File: config.mk
export PLATFORM = sky130hd
export DESIGN_NAME = fifo_push_arb
export DESIGN_NICKNAME = d
export VERILOG_FILES = /design/src/rtl/fifo_push_arb.sv
export SDC_FILE = /design/constraint.sdc
export NUM_CORES = 1
export LEC_CHECK = 0
export CAP_MARGIN = 30
export CORE_UTILIZATION = 38
export DETAILED_ROUTE_END_ITERATION = 7
export HOLD_SLACK_MARGIN = 0.05
export PLACE_DENSITY_LB_ADDON = 0.05
export SYNTH_ARGS = -nofsm -noshare
export SYNTH_HDL_FRONTEND = slang
export SYNTH_SLANG_ARGS = --single-unit
File: constraint.sdc
create_clock -name clk -period 8.8 [get_ports clk]
set_clock_uncertainty 0.1 [all_clocks]
set_input_delay 2.64 -clock clk [delete_from_list [all_inputs] [get_ports clk]]
set_output_delay 2.64 -clock clk [all_outputs]
set_load 0.02 [all_outputs]
File: src/rtl/fifo_push_arb.sv
// rtl/fifo_push_arb.sv - round-robin push arbiter with per-owner burst hold
module fifo_push_arb #(
  parameter int NUM_REQ   = 4,
  parameter int DATA_W    = 16,
  parameter int MAX_BURST = 4
) (
  input  logic                      clk,
  input  logic                      reset,
  input  logic [NUM_REQ-1:0]        req_i,
  input  logic [NUM_REQ*DATA_W-1:0] req_data_i,
  output logic [NUM_REQ-1:0]        gnt_o,
  input  logic                      fifo_full_i,
  output logic                      push_o,
  output logic [DATA_W-1:0]         push_data_o,
  output logic                      busy_o
);

  localparam int IW = (NUM_REQ > 1) ? $clog2(NUM_REQ) : 1;
  localparam int CW = 4;

  typedef enum logic {IDLE, BURST} state_t;

  state_t          state, state_n;
  logic [IW-1:0]   owner, owner_n;
  logic [IW-1:0]   rr_ptr, rr_n;
  logic [CW-1:0]   cnt, cnt_n;
  logic [IW-1:0]   base;
  logic [IW-1:0]   sel_idx;
  logic            sel_found;
  logic [IW-1:0]   gnt_idx;
  logic            gnt_v;

  function automatic logic [IW-1:0] wrap_inc(input logic [IW-1:0] x);
    if (x == IW'(NUM_REQ - 1)) return '0;
    return x + IW'(1);
  endfunction

  // Round-robin pick: first requester at or after the search base; on a
  // release the search starts just past the departing owner.
  always_comb begin
    int c;
    c         = 0;
    base      = (state == BURST) ? wrap_inc(owner) : rr_ptr;
    sel_found = 1'b0;
    sel_idx   = '0;
    for (int i = 0; i < NUM_REQ; i++) begin
      c = int'(base) + i;
      if (c >= NUM_REQ) c = c - NUM_REQ;
      if (!sel_found && req_i[c[IW-1:0]]) begin
        sel_found = 1'b1;
        sel_idx   = c[IW-1:0];
      end
    end
  end

  // Next state and grant decision; a full FIFO freezes everything.
  always_comb begin
    state_n = state;
    owner_n = owner;
    cnt_n   = cnt;
    rr_n    = rr_ptr;
    gnt_v   = 1'b0;
    gnt_idx = '0;
    if (!fifo_full_i) begin
      if (state == BURST && req_i[owner]) begin
        gnt_v   = 1'b1;
        gnt_idx = owner;
        cnt_n   = cnt + CW'(1);
        if ((cnt + CW'(1)) == CW'(MAX_BURST)) begin
          state_n = IDLE;
          rr_n    = wrap_inc(owner);
        end
      end else if (sel_found) begin
        // Fresh owner, either from IDLE or handed over without a bubble.
        gnt_v   = 1'b1;
        gnt_idx = sel_idx;
        cnt_n   = CW'(1);
        if (MAX_BURST == 1) begin
          state_n = IDLE;
          rr_n    = wrap_inc(sel_idx);
        end else begin
          state_n = BURST;
          owner_n = sel_idx;
        end
      end else if (state == BURST) begin
        state_n = IDLE;
        cnt_n   = '0;
        rr_n    = wrap_inc(owner);
      end
    end
  end

  // Zero-latency push port; reset masks any grant immediately.
  always_comb begin
    gnt_o       = '0;
    push_data_o = '0;
    for (int k = 0; k < NUM_REQ; k++) begin
      if (gnt_v && !reset && gnt_idx == IW'(k)) begin
        gnt_o[k]    = 1'b1;
        push_data_o = req_data_i[k*DATA_W +: DATA_W];
      end
    end
    push_o = |gnt_o;
    busy_o = (state == BURST);
  end

  // Arbiter state register.
  always_ff @(posedge clk or posedge reset) begin
    if (reset) begin
      state  <= IDLE;
      owner  <= '0;
      cnt    <= '0;
      rr_ptr <= '0;
    end else begin
      state  <= state_n;
      owner  <= owner_n;
      cnt    <= cnt_n;
      rr_ptr <= rr_n;
    end
  end

endmodule

==> results of run 1 <==
-- critical path: cells and delay by family --
kind                   cells  cell delay [ps]
and+or+nand+nor            2              200
buffers and inverters      3             1480
muxes                      1              350
AOI/OAI and AO/OA          2              830
-- metal layers --
metal  vias up  routed length (um)
met5         -                   0
met4         0                  13
met3         2                 249
met2        56                2160
met1       778                1980
li1        861                   -
-- cell type report --
cell class / instances / area (um^2) / area share
Clock buffer: 4 / 26.3 / 0.0117
Multi-Input combinational cell: 153 / 962 / 0.429
Timing Repair Buffer: 97 / 958 / 0.427
Tap cell: 46 / 57.6 / 0.0256
Inverter: 4 / 15.0 / 0.00669
Sequential cell: 9 / 225 / 0.100
-- synthesized netlist by cell type, types with 2 or more instances --
| cell type | number | area (um^2) |
|---|---|---|
| a211oi_1 | 2 | 15.0 |
| a21o_1 | 3 | 22.5 |
| a21oi_1 | 2 | 10.0 |
| and2_1 | 4 | 25.0 |
| buf_2 | 6 | 30.0 |
| buf_4 | 2 | 15.0 |
| buf_6 | 7 | 78.8 |
| dfrtp_1 | 9 | 225 |
| ha_1 | 3 | 37.5 |
| inv_1 | 4 | 15.0 |
| mux2_2 | 4 | 45.0 |
| mux2i_1 | 2 | 20.0 |
| nand2_1 | 18 | 67.6 |
| nand2b_1 | 4 | 25.0 |
| nand3_1 | 66 | 330 |
| nand3b_1 | 3 | 22.5 |
| nand4_1 | 18 | 113 |
| nor2_1 | 2 | 7.51 |
| o21ai_0 | 5 | 25.0 |
| o31ai_1 | 3 | 22.5 |
-- path summary, 6_finish.rpt --
kind                                             from                     to
worst max-delay path                         req_i[1]         push_data_o[6]
worst min-delay path            rr_ptr[0]$_DFFE_PP0P_  rr_ptr[0]$_DFFE_PP0P_
worst max register to register   owner[1]$_DFFE_PP0P_  rr_ptr[0]$_DFFE_PP0P_
worst min register to register  rr_ptr[0]$_DFFE_PP0P_  rr_ptr[0]$_DFFE_PP0P_
max in group asynchronous                       reset  rr_ptr[1]$_DFFE_PP0P_
min in group asynchronous                       reset     busy_o$_DFFE_PP0P_
-- power by group --
group	internal [mW]	switching [mW]	leakage, nW
Combinational	0.164	0.212	0.736
Sequential	0.0542	0.0172	0.113
Clock	0.0176	0.0156	0.0150
-- state kept, by name (all words and copies together) (netlist names) --
signal and flops:
cnt 4, owner 2, rr_ptr 2, busy_o 1
-- cell families (layout without fill, tap and decap cells) --
| kind of cell | count (synthesis) | count (layout) |
|---|---|---|
| buffers and inverters | 20 | 105 |
| DFF | 9 | 9 |
| AOI/OAI and AO/OA | 24 | 24 |
| muxes | 6 | 6 |
| adders and majority gates | 3 | 3 |
| and+or+nand+nor | 120 | 120 |
-- stage by stage --
| step | total power [mW] | hold slack [ps] |
|---|---|---|
| after floorplan | 0.339 | 368 |
| after global placement | 0.443 | 389 |
| after detailed placement | 0.448 | 396 |
| after CTS | 0.483 | 410 |
| after global routing | 0.519 | 446 |
| final | 0.481 | 408 |
==> impl_metrics.toml, run 1 <==
[critical_path]
cpPeakStageDelay_ps = 620
worstPathArrival_ps = 5510
rrSetupSlack_ps = 6680
path_cells = "clkdlybuf4s50_1 -> mux2_2 -> o2bb2ai_2 -> o31ai_4 -> buf_4 -> nand3_1 -> nand4_1 -> clkdlybuf4s50_1"
required_ps = 6060
worstPathMaxFanout = 18
cp-start-kind = "input pin"
critPathSlowestCell = "o31ai_4"
cpMostUsedCell = "clkdlybuf4s50_1"
end_kind = "output port"
r2r_cells = 6
crit_type = "input pin to output port"

[synth]
synth-seq-area-share = 0.169
synthCells = 182
synth_edf_count = 0
synthAdderAreaFrac = 0.0282
synth_xor_area_frac = 0
ys_warn_count = 0
ys.flop_type = "dfrtp_1"
muxShareOfSynthArea = 0.0489
synthSimpleGateAreaFrac = 0.472
postSynthNetCount = 256
ys_types = 35
synthArstFlopShare = 1.00
synth_top_family_by_area = "simple AND/OR/NAND/NOR gates"
ys_seq_elements = 9
synth_compound_area_frac = 0.174
synth_area_per_cell_um2 = 7.31
synth_area_mm2 = 0.00133

[placed_design]
hpwl_mm = 3.29
dp.cells = 309
place_ws_ps = 540
place_area_mm2 = 0.00222
place.gp.congestion = 0.791
port_buffers = 92

[global_routing]
grtUsageMet3 = 0.0546
grtUsageTotal = 0.223
overflow = 0
grt_max_degree = 35
use_met2 = 0.384
first_global_vias = 1401
grt_pass1_wl_mm = 6.32
use_met1 = 0.287
antenna_found_initial = 0
top_usage_layer = "met2"

[routing]
wire_per_inst_um = 14.1
drt_iter0_drc = 80
antenna_left = 0
drc = 0
wl_mm = 4.40
drt_pass1_iterations = 5
vias = 1697
viasPerCell = 5.42

[clock_tree]
clkSinkCount = 9
htreeDepth = 1
cts-hold-fix-buffers = 0
clock_path_buffers = 2
post-cts-setup-buffers = 0
clk_pin_slew_ps = 60
root_buffer = "clkbuf_4"
ctsResizeCount = 0
cts_tree = "yes"
numCtsBuffers = 3
clock_latency_ps = 270

[cells_and_area]
final_util = 0.673
design_area_mm2 = 0.00224
fillerInstances = 306
n_antenna_cell = 0
layout.nets = 342
layout-drive-gt1-share = 0.0674
final_common_cell = "clkdlybuf4s50_1"
syn_to_final_growth_pct = 68.8
fin_cells = 313
mostFrequentLayoutCells = "clkdlybuf4s50_1 (92), nand3_1 (66), nand2_1 (18), nand4_1 (18), dfrtp_1 (9)"

[outcome]
outcome = "completed"

[sta]
rsz0062_at_grt = "no"
tns_ps = 0
fin_ws_ps = 548
max_freq_mhz = 121
setup_viol = 0
slew_viol_final = 0
hold_viol = 0
relSlewSlack = 0.584
worst_slew_pin_slew_ps = 624
period_share = 0.938
post-route-min-period_ps = 8250

[floorplan]
num_rows = 21
dieArea_mm2 = 0.00374
ioPinCount = 93
die_w_um = 61.2
die_h_um = 61.2
core-area_mm2 = 0.00334
start_util = 0.399

[job]
drv_cap = 0

[pwr]
power.density_mw_per_mm2 = 214
p_leak_nw = 0.865
ir_worst_vdd_uv = 210

[min_path]
hold_class = "flop to flop"
hold_path_depth = 1
(Power assumes the default switching activity.)
==> inputs of run 2 (changes only) <==
- CTS_CLUSTER_SIZE: default -> 14
- SKIP_LAST_GASP: default -> 1
- SLEW_MARGIN: default -> 10
==> results of run 2 <==
Same layout as run 1: the final DEF is identical, and so are final timing and power.
==> inputs of run 3 (changes only) <==
- HOLD_SLACK_MARGIN: 0.05 -> 0.02
==> results of run 3 <==
Same layout as run 1: the final DEF is identical, and so are final timing and power.
